===== config.mk =====
export PLATFORM = sky130hd
export DESIGN_NAME = egress_meta_mailbox_flat
export DESIGN_NICKNAME = d
export VERILOG_FILES = /design/src/rtl/egress_meta_mailbox_pkg.sv /design/src/rtl/egress_meta_mailbox_if.sv /design/src/rtl/egress_meta_mailbox_sync_fifo.sv /design/src/rtl/egress_meta_mailbox.sv /design/src/flat_wrapper.sv
export SDC_FILE = /design/constraint.sdc
export NUM_CORES = 1
export LEC_CHECK = 0
export ABC_CLOCK_PERIOD_IN_PS = 8300
export BUFFER_PORTS_ARGS = -buffer_cell sky130_fd_sc_hd__clkbuf_2
export CAP_MARGIN = 30
export CORE_MARGIN = 4
export CORE_UTILIZATION = 36
export DETAILED_ROUTE_END_ITERATION = 10
export GPL_ROUTABILITY_DRIVEN = 0
export MAX_ROUTING_LAYER = met4
export PLACE_DENSITY_LB_ADDON = 0.1
export SYNTH_ARGS = -nofsm -noshare
export SYNTH_HDL_FRONTEND = slang
export SYNTH_SLANG_ARGS = --single-unit

===== constraint.sdc =====
create_clock -name clk -period 8.3 [get_ports clk]
set_clock_uncertainty 0.2 [all_clocks]
set_input_delay 1.66 -clock clk [delete_from_list [all_inputs] [get_ports clk]]
set_output_delay 1.66 -clock clk [all_outputs]
set_load 0.005 [all_outputs]

===== src/rtl/egress_meta_mailbox_pkg.sv =====
// Shared switch definitions: mailbox word layout and statistics widths.
package switch_pkg;

   localparam int unsigned META_PAYLOAD_W    = 31;
   localparam int unsigned MAILBOX_VALID_BIT = 31;
   localparam int unsigned DROP_CNT_W        = 16;

   typedef struct packed {
      logic                      valid;
      logic [META_PAYLOAD_W-1:0] payload;
   } mailbox_word_t;

endpackage


===== src/rtl/egress_meta_mailbox_if.sv =====
// Egress push, software poll and status signals of the metadata mailbox.
interface egress_meta_mailbox_if
   import switch_pkg::*;
#(
   parameter int unsigned DEPTH     = 16,
   parameter int unsigned PAYLOAD_W = META_PAYLOAD_W,
   parameter int unsigned DROP_W    = DROP_CNT_W
);
   localparam int unsigned CNT_W = $clog2(DEPTH) + 1;

   logic                 meta_valid;
   logic [PAYLOAD_W-1:0] meta_data;
   logic                 clear;
   logic                 read_ack;
   logic [31:0]          mailbox_word;
   logic [CNT_W-1:0]     depth_count;
   logic                 overflow;
   logic [DROP_W-1:0]    drop_count;

   modport master (
      output meta_valid, meta_data, clear, read_ack,
      input  mailbox_word, depth_count, overflow, drop_count
   );

   modport slave (
      input  meta_valid, meta_data, clear, read_ack,
      output mailbox_word, depth_count, overflow, drop_count
   );

endinterface


===== src/rtl/egress_meta_mailbox_sync_fifo.sv =====
// Register-based synchronous FIFO with occupancy counter and head lookahead.
module sync_fifo #(
   parameter int unsigned WIDTH = 31,
   parameter int unsigned DEPTH = 16
) (
   input  logic                       clk,
   input  logic                       reset,
   input  logic                       push,
   input  logic                       pop,
   input  logic [WIDTH-1:0]           wdata,
   output logic [WIDTH-1:0]           rdata,
   output logic [WIDTH-1:0]           rdata_ahead_c,
   output logic                       full,
   output logic                       empty,
   output logic [$clog2(DEPTH):0]     count
);
   localparam int unsigned AW = $clog2(DEPTH);
   localparam int unsigned CW = AW + 1;

   logic [WIDTH-1:0] mem [DEPTH];
   logic [AW-1:0]    rptr;
   logic [AW-1:0]    wptr;
   logic [CW-1:0]    cnt;
   logic             do_push;
   logic             do_pop;

   assign empty   = (cnt == CW'(0));
   assign full    = (cnt == CW'(DEPTH));
   assign do_pop  = pop & ~empty;
   assign do_push = push & (~full | do_pop);

   assign rdata         = mem[rptr];
   assign rdata_ahead_c = mem[rptr + AW'(1)];
   assign count         = cnt;

   // Pointers wrap modulo DEPTH; the counter alone resolves full vs empty
   always_ff @(posedge clk) begin
      if (reset) begin
         rptr <= '0;
         wptr <= '0;
         cnt  <= '0;
      end else begin
         if (do_push) wptr <= wptr + AW'(1);
         if (do_pop)  rptr <= rptr + AW'(1);
         if (do_push && !do_pop)      cnt <= cnt + CW'(1);
         else if (do_pop && !do_push) cnt <= cnt - CW'(1);
      end
   end

   always_ff @(posedge clk) begin
      if (do_push) mem[wptr] <= wdata;
   end

endmodule


===== src/rtl/egress_meta_mailbox.sv =====
// Metadata mailbox: buffers egress records and presents the head to software polling.
module egress_meta_mailbox
   import switch_pkg::*;
#(
   parameter int unsigned DEPTH     = 16,
   parameter int unsigned PAYLOAD_W = META_PAYLOAD_W,
   parameter int unsigned DROP_W    = DROP_CNT_W
) (
   input logic                 clk,
   input logic                 reset,
   egress_meta_mailbox_if.slave mbx
);
   localparam int unsigned CW = $clog2(DEPTH) + 1;

   logic                 flush;
   logic                 ack_q;
   logic                 presented_valid_q;
   mailbox_word_t        word_q;
   mailbox_word_t        word_d;
   logic                 overflow_q;
   logic [DROP_W-1:0]    drop_q;

   logic                 pop_c;
   logic                 push_c;
   logic                 drop_c;
   logic [PAYLOAD_W-1:0] head;
   logic [PAYLOAD_W-1:0] head_ahead;
   logic                 fifo_full;
   logic                 fifo_empty;
   logic [CW-1:0]        fifo_count;

   assign flush  = reset | mbx.clear;
   assign pop_c  = mbx.read_ack & ~ack_q & presented_valid_q & ~fifo_empty;
   assign push_c = mbx.meta_valid & (~fifo_full | pop_c);
   assign drop_c = mbx.meta_valid & fifo_full & ~pop_c;

   sync_fifo #(
      .WIDTH (PAYLOAD_W),
      .DEPTH (DEPTH)
   ) u_fifo (
      .clk           (clk),
      .reset         (flush),
      .push          (push_c),
      .pop           (pop_c),
      .wdata         (mbx.meta_data),
      .rdata         (head),
      .rdata_ahead_c (head_ahead),
      .full          (fifo_full),
      .empty         (fifo_empty),
      .count         (fifo_count)
   );

   // Head as it will stand after this cycle's push/pop, so the word tracks the FIFO with one cycle latency
   always_comb begin
      word_d = '0;
      if (pop_c) begin
         if (fifo_count == CW'(1)) begin
            if (push_c) word_d = '{valid: 1'b1, payload: mbx.meta_data};
         end else begin
            word_d = '{valid: 1'b1, payload: head_ahead};
         end
      end else if (fifo_empty) begin
         if (push_c) word_d = '{valid: 1'b1, payload: mbx.meta_data};
      end else begin
         word_d = '{valid: 1'b1, payload: head};
      end
   end

   always_ff @(posedge clk) begin
      if (flush) begin
         ack_q             <= 1'b0;
         presented_valid_q <= 1'b0;
         word_q            <= '0;
         overflow_q        <= 1'b0;
         drop_q            <= '0;
      end else begin
         ack_q             <= mbx.read_ack;
         presented_valid_q <= word_q.valid;
         word_q            <= word_d;
         if (drop_c) begin
            overflow_q <= 1'b1;
            if (drop_q != {DROP_W{1'b1}}) drop_q <= drop_q + DROP_W'(1);
         end
      end
   end

   assign mbx.mailbox_word = word_q;
   assign mbx.depth_count  = fifo_count;
   assign mbx.overflow     = overflow_q;
   assign mbx.drop_count   = drop_q;

endmodule


===== src/flat_wrapper.sv =====
// flat-port wrapper written by rule: the top's interface ports become plain ports
module egress_meta_mailbox_flat import switch_pkg::*;
#(
   parameter int unsigned DEPTH     = 16,
   parameter int unsigned PAYLOAD_W = META_PAYLOAD_W,
   parameter int unsigned DROP_W    = DROP_CNT_W
)
  (clk, reset, mbx_meta_valid, mbx_meta_data, mbx_clear, mbx_read_ack, mbx_mailbox_word, mbx_depth_count, mbx_overflow, mbx_drop_count);
  egress_meta_mailbox_if #(.DEPTH(DEPTH), .PAYLOAD_W(PAYLOAD_W), .DROP_W(DROP_W)) mbx_i ();
  input logic clk;
  input logic reset;
  input wire logic [$bits(mbx_i.meta_valid)-1:0] mbx_meta_valid;
  input wire logic [$bits(mbx_i.meta_data)-1:0] mbx_meta_data;
  input wire logic [$bits(mbx_i.clear)-1:0] mbx_clear;
  input wire logic [$bits(mbx_i.read_ack)-1:0] mbx_read_ack;
  output wire logic [$bits(mbx_i.mailbox_word)-1:0] mbx_mailbox_word;
  output wire logic [$bits(mbx_i.depth_count)-1:0] mbx_depth_count;
  output wire logic [$bits(mbx_i.overflow)-1:0] mbx_overflow;
  output wire logic [$bits(mbx_i.drop_count)-1:0] mbx_drop_count;
  assign mbx_i.meta_valid = mbx_meta_valid;
  assign mbx_i.meta_data = mbx_meta_data;
  assign mbx_i.clear = mbx_clear;
  assign mbx_i.read_ack = mbx_read_ack;
  assign mbx_mailbox_word = mbx_i.mailbox_word;
  assign mbx_depth_count = mbx_i.depth_count;
  assign mbx_overflow = mbx_i.overflow;
  assign mbx_drop_count = mbx_i.drop_count;
  egress_meta_mailbox #(.DEPTH(DEPTH), .PAYLOAD_W(PAYLOAD_W), .DROP_W(DROP_W)) u_core (.clk(clk), .reset(reset), .mbx(mbx_i));
endmodule

==> results of run 1 <==
[metrics by stage]
step / power (mW) / worst slack, ps
finish: 6.31 / 4220
global placement: 3.43 / 3400
detailed placement: 3.44 / 3600
CTS: 6.40 / 4220
floorplan: 3.30 / 3140
global route: 6.55 / 4090
[registers in the layout (all words and copies together) (netlist names), named ones only]
name and cells:
u_core.mbx.overflow 1, u_core.ack_q 1, u_core.u_fifo.mem 496, u_core.mbx.drop_count 16
u_core.presented_valid_q 1, u_core.u_fifo.wptr 4, u_core.mbx.mailbox_word 32, u_core.u_fifo.count 5
u_core.u_fifo.rptr 4
[cell usage after synthesis (all sizes together) (10+ instances only)]
cell type    n
edfxtp     496
mux4       248
nand2      200
dfxtp       68
nand3       67
buf         62
clkbuf      54
nor2        50
a21oi       39
o211ai      35
mux2i       33
a22oi       31
a32o        31
xor2        15
ha          11
xnor2       10
[layout make-up]
| type | instances | share of cell area (%) |
|---|---|---|
| clock inverter | 39 | 1.46 |
| timing repair buffer | 135 | 3.17 |
| clock buffer | 80 | 5.84 |
| multi-input combinational | 822 | 30.9 |
| inverter | 7 | 0.0880 |
| sequential | 564 | 54.5 |
| tap | 950 | 3.98 |
[layer usage]
metal	GRT usage, %	wire length, um
met1	26.6	32400
met2	32.9	37500
met3	3.14	4120
met4	5.57	1760
met5	-	0
[cells by family (layout without fill, tap and decap cells)]
family / after synthesis / after routing / share of synthesized area [%]
flops: 564 / 564 / 62.8
compound gates: 147 / 147 / 4.61
simple gates: 358 / 358 / 6.04
xor+xnor: 25 / 25 / 0.845
buf+inv: 123 / 261 / 2.35
fa+ha+maj: 11 / 11 / 0.531
mux: 281 / 281 / 22.8
[worst paths after layout]
path	endpoint	slack (ps)	cells past startpoint
worst max-delay path	u_core.u_fifo.mem[9][19]	4220	7
worst min-delay path	u_core.presented_valid_q	260	1
worst max register to register	u_core.u_fifo.mem[9][19]	4570	8
worst min register to register	u_core.presented_valid_q	260	1
[power breakdown]
| group | internal (mW) | switching (mW) | leakage, nW |
|---|---|---|---|
| logic | 0.0836 | 0.166 | 3.09 |
| clock network | 1.76 | 1.18 | 1.08 |
| registers | 3.11 | 0.0169 | 5.03 |
| total | 4.95 | 1.36 | 9.20 |
==> flow_metrics.tcl, run 1 <==
set metrics [dict create \
    arrival_ps 4110 \
    instances_no_fill 2597 \
    dr.pass1.iters 5 \
    tritoncts "done" \
    post_cts_buffers 0 \
    leakagePower_nw 9.20 \
    drt_iter0_drc 1311 \
    synth_edf_count 496 \
    dpl.cell_count 2477 \
    critical_path.cell_chain "clkbuf_2 > nand3b_1 > a21boi_4 > buf_4 > nand2_1 > nor2_4 > buf_4" \
    via_count 15000 \
    wire_per_inst_um 29.2 \
    synth.avg_cell_area_um2 17.2 \
    fin_crit_sh_pct 49.2 \
    seq_area_frac_synth_pct 62.8 \
    hold_viol 0 \
    synth-seq-cells 564 \
    cpMaxStageDelayCell "buf_4" \
    slew_headroom_pct 34.4 \
    drt-total-wl_um 75800 \
    cts_buffers 66 \
    cp_top_family "buffers and inverters" \
    mostFrequentLayoutCell "edfxtp_1" \
    seq_area_mm2 0.0163 \
    powerDensity_mw_per_mm2 212 \
    slowest_delay_ps 580 \
    synth_area_leaders "edfxtp_1 58%, mux4_2 22%, dfxtp_1 5.3%, nand2_1 2.9%, nand3_1 1.3%" \
    cts_buffer_depth 3 \
    rows 98 \
    dp_hpwl_um 45000 \
    setup_viol 0 \
    fin_crit_ps 4080 \
    netlist_area_mm2 0.0259 \
    antenna_cells 0 \
    grt_first_pass_wirelength_um 111000 \
    die_h_um 276 \
    status "complete, no violations" \
    cts_sinks 564 \
    synth_top_area_share_pct 57.5 \
    critical_path.max_fanout 40 \
    crit_top_cell "buf_4" \
    final_cell_mix "496 x edfxtp_1, 248 x mux4_2, 199 x nand2_1, 89 x clkbuf_2, 67 x nand3_1" \
    layout.cell_area.non_filler_mm2 0.0298 \
    first_global_vias 15700 \
    multi_input_area_mm2 0.00923 \
    yosysUniqueCellTypes 45 \
    yosys_warnings 0 \
    min_path_type "reg2reg" \
    crit_start "mbx_read_ack" \
    area_growth_pct 15.2 \
    synth.largest_area_cell "edfxtp_1" \
    grt_overflow 0 \
    htreeDepth 3 \
    hold-worst-slack_ps 260 \
    worstMarginPinSlew_ps 984 \
    drc_errors 0 \
    drive_above_1_share_pct 33.1 \
    async_reset_ff_share_pct 0 \
    placed_area_mm2 0.0276 \
    antenna_found_initial 0 \
    dieArea_mm2 0.0763 \
    final_core_util_pct 41.8 \
    yosys_most_used_dff "edfxtp_1" \
    syn_inst 1509 \
    via_per_inst 5.77 \
    fillers 6414 \
    initial_core_util_pct 36.3 \
    cts_hold_buf 0 \
    crit_type "in2reg" \
    detail-route-antenna-nets 0 \
    port-buffer-count 89 \
    layout.nets 1643 \
    clock_latency_ps 610 \
    pin_count 90 \
    core_area_mm2 0.0714 \
    startpoint_type "primary input" \
    syn_nets 1556 \
    min_from "u_core.mbx.mailbox_word[31]" \
    max_clock_freq_mhz 245 \
    peakVddDrop_uv 99.7 \
    ctsResizeCount 0 \
    die_w_um 276 \
    gr-usage-all-layers_pct 20.2 \
    grt_start_max_net_pins 73 \
    path_buf_inv 3 \
    rsz0062_at_grt "false" \
    r2r_start "u_core.u_fifo.count[0]" \
    critPathCaptureType "flop" \
    cap_violations 0 \
    cts_root_buffer "clkbuf_16" \
    final_max_slew_viol_count 0 \
    final.setup.tns_ps 0 \
    clkTransAtPathRegs_ps 50 \
    cp.required_ps 8330 \
]
Note: power is estimated with default switching activity, not from simulation.
==> inputs of run 2 (changes only) <==
--- a/config.mk
+++ b/config.mk
@@ -5,7 +5,7 @@
 export SDC_FILE = /design/constraint.sdc
 export NUM_CORES = 1
 export LEC_CHECK = 0
-export ABC_CLOCK_PERIOD_IN_PS = 8300
+export ABC_CLOCK_PERIOD_IN_PS = 3300
 export BUFFER_PORTS_ARGS = -buffer_cell sky130_fd_sc_hd__clkbuf_2
 export CAP_MARGIN = 30
 export CORE_MARGIN = 4
==> constraint.sdc (replaced) <==
create_clock -name clk -period 3.3 [get_ports clk]
set_clock_uncertainty 0.2 [all_clocks]
set_input_delay 0.66 -clock clk [delete_from_list [all_inputs] [get_ports clk]]
set_output_delay 0.66 -clock clk [all_outputs]
set_load 0.005 [all_outputs]
==> run 2 against run 1 <==
Against the previous run:
- wire length fell by 0.25%
- hold slack worse by 150 ps
- final area up 1.5%
- highest routed layer unchanged
- flip-flop and latch count unchanged
- critical path type is now reg2reg
- critical path depth unchanged
- total power up 150%
==> flow_metrics.tcl, run 2 (synthesis results as in run 1) <==
set metrics [dict create \
    port-buffer-count 89 \
    initial_core_util_pct 36.3 \
    final_cell_mix "496 x edfxtp_1, 248 x mux4_2, 199 x nand2_1, 89 x clkbuf_2, 70 x clkbuf_16" \
    cpMaxStageDelayCell "dfxtp_1" \
    core_area_mm2 0.0714 \
    place_ws_ps 406 \
    status "complete, no violations" \
    largest_reg_flops 496 \
    p_sw_mw 3.42 \
    dr.pass1.iters 6 \
    reg2reg_slack_ps 420 \
    cap_violations 0 \
    whs_endpoint "u_core.ack_q" \
    fillers 6352 \
    cts_root_buffer "clkbuf_16" \
    clock_latency_ps 600 \
    max_clock_freq_mhz 348 \
    drive_above_1_share_pct 34.1 \
    layout_setup_ws_ps 423 \
    seq_area_mm2 0.0163 \
    tritoncts "done" \
    die_w_um 276 \
    pin_count 90 \
    arrival_ps 2920 \
    crit_type "reg2reg" \
    wire_per_inst_um 28.6 \
    critical_path.cell_chain "inv_1 > ha_1 > and4bb_2 > a21boi_4 > nand2_1 > nor3_4 > buf_4" \
    slowest_delay_ps 440 \
    dieArea_mm2 0.0763 \
    die_h_um 276 \
    critPathCaptureType "flop" \
    mostFrequentLayoutCell "edfxtp_1" \
    peakVddDrop_uv 388 \
    power_frac_seq_pct 49.9 \
    antenna_cells 0 \
    dpl.cell_count 2514 \
    holdPathStages 2 \
    drt-total-wl_um 75600 \
    p_int_mw 12.3 \
    grt_overflow 0 \
    slew_headroom_pct 44.0 \
    startpoint_type "flop" \
    multi_input_area_mm2 0.00926 \
    cts_sinks 564 \
    powerDensity_mw_per_mm2 521 \
    leakagePower_nw 9.40 \
    largest-register "u_core.u_fifo.mem" \
    via_count 15200 \
    instances_no_fill 2640 \
    gr-usage-all-layers_pct 20.3 \
    clkTransAtPathRegs_ps 60 \
    dp_hpwl_um 44500 \
    cp_top_family "simple AND/OR/NAND/NOR gates" \
    min_path_type "in2reg" \
    setup_viol 0 \
    rows 98 \
    clkPwrFrac_pct 46.1 \
    antenna_found_initial 1 \
    drt_iter0_drc 1371 \
    cts_buffer_depth 3 \
    ctsResizeCount 0 \
    worstMarginPinSlew_ps 839 \
    r2r_cells 7 \
    critical_path.max_fanout 20 \
    first_global_vias 16200 \
    grt_start_max_net_pins 112 \
    min_from "mbx_read_ack" \
    path_buf_inv 2 \
    sw_frac_of_total_pct 21.7 \
    hold_viol 0 \
    detail-route-antenna-nets 0 \
    fin_crit_sh_pct 87.2 \
    htreeDepth 3 \
    cts_buffers 68 \
    area_growth_pct 17.0 \
    post_cts_buffers 0 \
    r2r_start "u_core.u_fifo.count[0]" \
    total_power_mw 15.8 \
    combPwrFrac_pct 4.0 \
    cp.required_ps 3340 \
    via_per_inst 5.76 \
    drc_errors 0 \
    cts_hold_buf 0 \
    fin_crit_ps 2880 \
    layout.nets 1681 \
    grt_first_pass_wirelength_um 112000 \
    reg2reg_to "u_core.u_fifo.mem[3][29]" \
    rsz0062_at_grt "false" \
    final_max_slew_viol_count 0 \
]
## run 2: worst reg2reg max path, delay by kind of cell (launching register included)
family	cells	cell delay, ps
compound gates	1	310
simple gates	3	810
flops	1	440
fa+ha+maj	1	220
buf+inv	2	520
## run 2: power groups by stage
stage | registers, mW | clock network (mW) | logic (mW)
4_1_cts | 7.87 | 7.46 | 0.639
3_3_place_gp | 8.01 | 0 | 0.634
2_1_floorplan | 8.01 | 0 | 0.299
5_1_grt | 7.87 | 7.77 | 0.685
6_report | 7.87 | 7.27 | 0.632
3_5_place_dp | 8.02 | 0 | 0.636
## run 2: cell type report
type / count / area share, %
Sequential cell: 564 / 53.7
Clock inverter: 34 / 0.979
Tap cell: 950 / 3.92
Multi-Input combinational cell: 822 / 30.6
Timing Repair Buffer: 171 / 4.58
Inverter: 7 / 0.0867
Clock buffer: 92 / 6.15
## run 2: worst max-delay path by stage
stage	startpoint	to	cells past startpoint
finish	u_core.u_fifo.count[0]	u_core.u_fifo.mem[3][29]	7
global route	u_core.u_fifo.count[0]	u_core.u_fifo.mem[3][26]	7
CTS	u_core.u_fifo.count[0]	u_core.u_fifo.mem[3][29]	7
detailed placement	u_core.u_fifo.count[0]	u_core.u_fifo.mem[3][29]	7
global placement	u_core.u_fifo.count[0]	u_core.u_fifo.mem[3][29]	7
floorplan	u_core.u_fifo.count[0]	u_core.u_fifo.mem[7][0]	7
## run 2: per-layer routing
layer,vias to the layer above,track usage [%],share of wire [%],routed length (um)
met4,0,6.14,3.0,2280
met3,150,3.23,5.1,3880
li1,6443,-,-,-
met2,511,33.2,50,37400
met5,-,-,0,0
met1,8099,26.4,42,32000
## run 2: through the flow
step / setup TNS [ps] / util (%) / hold slack, ps / cell area, um2
global route: 0 / 42.4 / 100 / 30300
detailed placement: 0 / 39.4 / 261 / 28100
floorplan: -37890 / - / 255 / 25900
CTS: 0 / 42.4 / 70.9 / 30300
finish: 0 / 42.4 / 112 / 30300
global placement: 0 / 39.4 / 244 / 28100
==> inputs of run 3 (changes only) <==
--- a/config.mk
+++ b/config.mk
@@ -8,6 +8,7 @@
 export ABC_CLOCK_PERIOD_IN_PS = 3300
 export BUFFER_PORTS_ARGS = -buffer_cell sky130_fd_sc_hd__clkbuf_2
 export CAP_MARGIN = 30
+export CORE_ASPECT_RATIO = 0.75
 export CORE_MARGIN = 4
 export CORE_UTILIZATION = 36
 export DETAILED_ROUTE_END_ITERATION = 10
==> run 3 against run 2 <==
Against the previous run:
- final cell count shrank 0.42%
- total power down 3.7%
- maximum frequency shrank 2.4%
==> flow_metrics.tcl, run 3 (synthesis results as in run 1) <==
set metrics [dict create \
    ctsResizeCount 0 \
    dr.pass1.iters 6 \
    detail-route-antenna-nets 0 \
    final_cell_mix "496 x edfxtp_1, 248 x mux4_2, 199 x nand2_1, 89 x clkbuf_2, 67 x nand3_1" \
    die_h_um 240 \
    grt_overflow 0 \
    cts_buffers 59 \
    area_growth_pct 16.3 \
    layout.cell_area.non_filler_mm2 0.0301 \
    dieArea_mm2 0.0763 \
    htreeDepth 2 \
    largest_reg_flops 496 \
    cp.required_ps 3360 \
    cap_violations 0 \
    fin_crit_ps 2950 \
    mostFrequentLayoutCell "edfxtp_1" \
    hold-worst-slack_ps 96.5 \
    rsz0062_at_grt "false" \
    critical_path.max_fanout 18 \
    hold_viol 0 \
    instances_no_fill 2629 \
    dp_hpwl_um 42900 \
    drt_iter0_drc 1689 \
    slew_headroom_pct 46.5 \
    drive_above_1_share_pct 34.4 \
    gr-usage-all-layers_pct 20.8 \
    drc_errors 0 \
    leakagePower_nw 9.32 \
    fillers 6272 \
    core_area_mm2 0.0706 \
    worstMarginPinSlew_ps 803 \
    crit_type "reg2reg" \
    peakVddDrop_uv 358 \
    max_clock_freq_mhz 339 \
    pin_count 90 \
    cts_hold_buf 0 \
    min_path_type "in2reg" \
    critPathCaptureType "flop" \
    placed_area_mm2 0.0281 \
    status "complete, no violations" \
    grt_first_pass_wirelength_um 112000 \
    final_core_util_pct 42.7 \
    cts_root_buffer "clkbuf_16" \
    cts_sinks 564 \
    grt_start_max_net_pins 64 \
    post_cts_buffers 0 \
    via_per_inst 5.86 \
    via_count 15400 \
    setup_viol 0 \
    final_max_slew_viol_count 0 \
    wire_per_inst_um 29.4 \
    clock_latency_ps 640 \
    fin_crit_sh_pct 89.3 \
    layout.nets 1677 \
    antenna_found_initial 2 \
    clkTransAtPathRegs_ps 60 \
    rows 84 \
    cts_buffer_depth 3 \
    dpl.cell_count 2513 \
    tritoncts "done" \
    arrival_ps 3010 \
    drt-total-wl_um 77400 \
    port-buffer-count 89 \
    die_w_um 318 \
    startpoint_type "flop" \
    total_power_mw 15.2 \
    largest-register "u_core.u_fifo.mem" \
    initial_core_util_pct 36.7 \
    first_global_vias 15800 \
    powerDensity_mw_per_mm2 504 \
]
run 3: cell count changes in the layout (fill, tap and decap cells not counted), moves of 4 or more:
| cell | before | now |
|---|---|---|
| inv_6 | 5 | 0 |
| clkbuf_16 | 70 | 60 |
| clkinv_2 | 15 | 20 |
| clkbuf_1 | 19 | 8 |
| buf_4 | 56 | 60 |
run 3: final timing paths:
| kind | from | cells past startpoint | endpoint | slack (ps) |
|---|---|---|---|---|
| hold / removal | mbx_read_ack | 2 | u_core.ack_q | 100 |
| setup reg to reg | u_core.u_fifo.count[0] | 7 | u_core.u_fifo.mem[1][15] | 350 |
| setup / recovery | u_core.u_fifo.count[0] | 7 | u_core.u_fifo.mem[1][15] | 350 |
| hold reg to reg | u_core.mbx.overflow | 2 | u_core.mbx.overflow | 270 |
run 3: final cells by class:
class                      instances  area (um2)  share of cell area, %
antenna                            2        5.00                 0.0166
multi-input combinational        822        9260                   30.7
sequential                       564       16300                   54.0
clock buffer                      73        1600                   5.31
timing repair buffer             176        1440                   4.79
tap                              946        1180                   3.93
inverter                           7        26.3                 0.0872
clock inverter                    39         344                   1.14
run 3: routing by layer:
metal | vias to the layer above | part of all wire [%] | GRT usage [%] | routed length [um]
met3 | 135 | 7.0 | 3.82 | 5380
met1 | 8224 | 45 | 29.3 | 34500
met4 | 0 | 2.4 | 5.14 | 1850
li1 | 6431 | - | - | -
met5 | - | 0 | - | 0
met2 | 609 | 46 | 31.5 | 35700
run 3: per-stage QoR:
step	worst slack (ps)	TNS [ps]
floorplan	-176	-37890
global placement	375	0
detailed placement	350	0
CTS	350	0
global route	214	0
finish	354	0
run 3: worst max-delay path, stage by stage, from the launching register on:
cell,delay (ps)
dfxtp_1,460
inv_1,110
ha_1,230
and4bb_2,270
a21boi_4,370
nand2_1,320
nor3_4,220
buf_4,400
run 3: report_power, final:
group          switching (mW)  leakage (nW)  internal, mW
logic                   0.426          3.32         0.221
registers              0.0405          5.03          7.83
clock network            2.90         0.961          3.77
total                    3.36          9.32          11.8
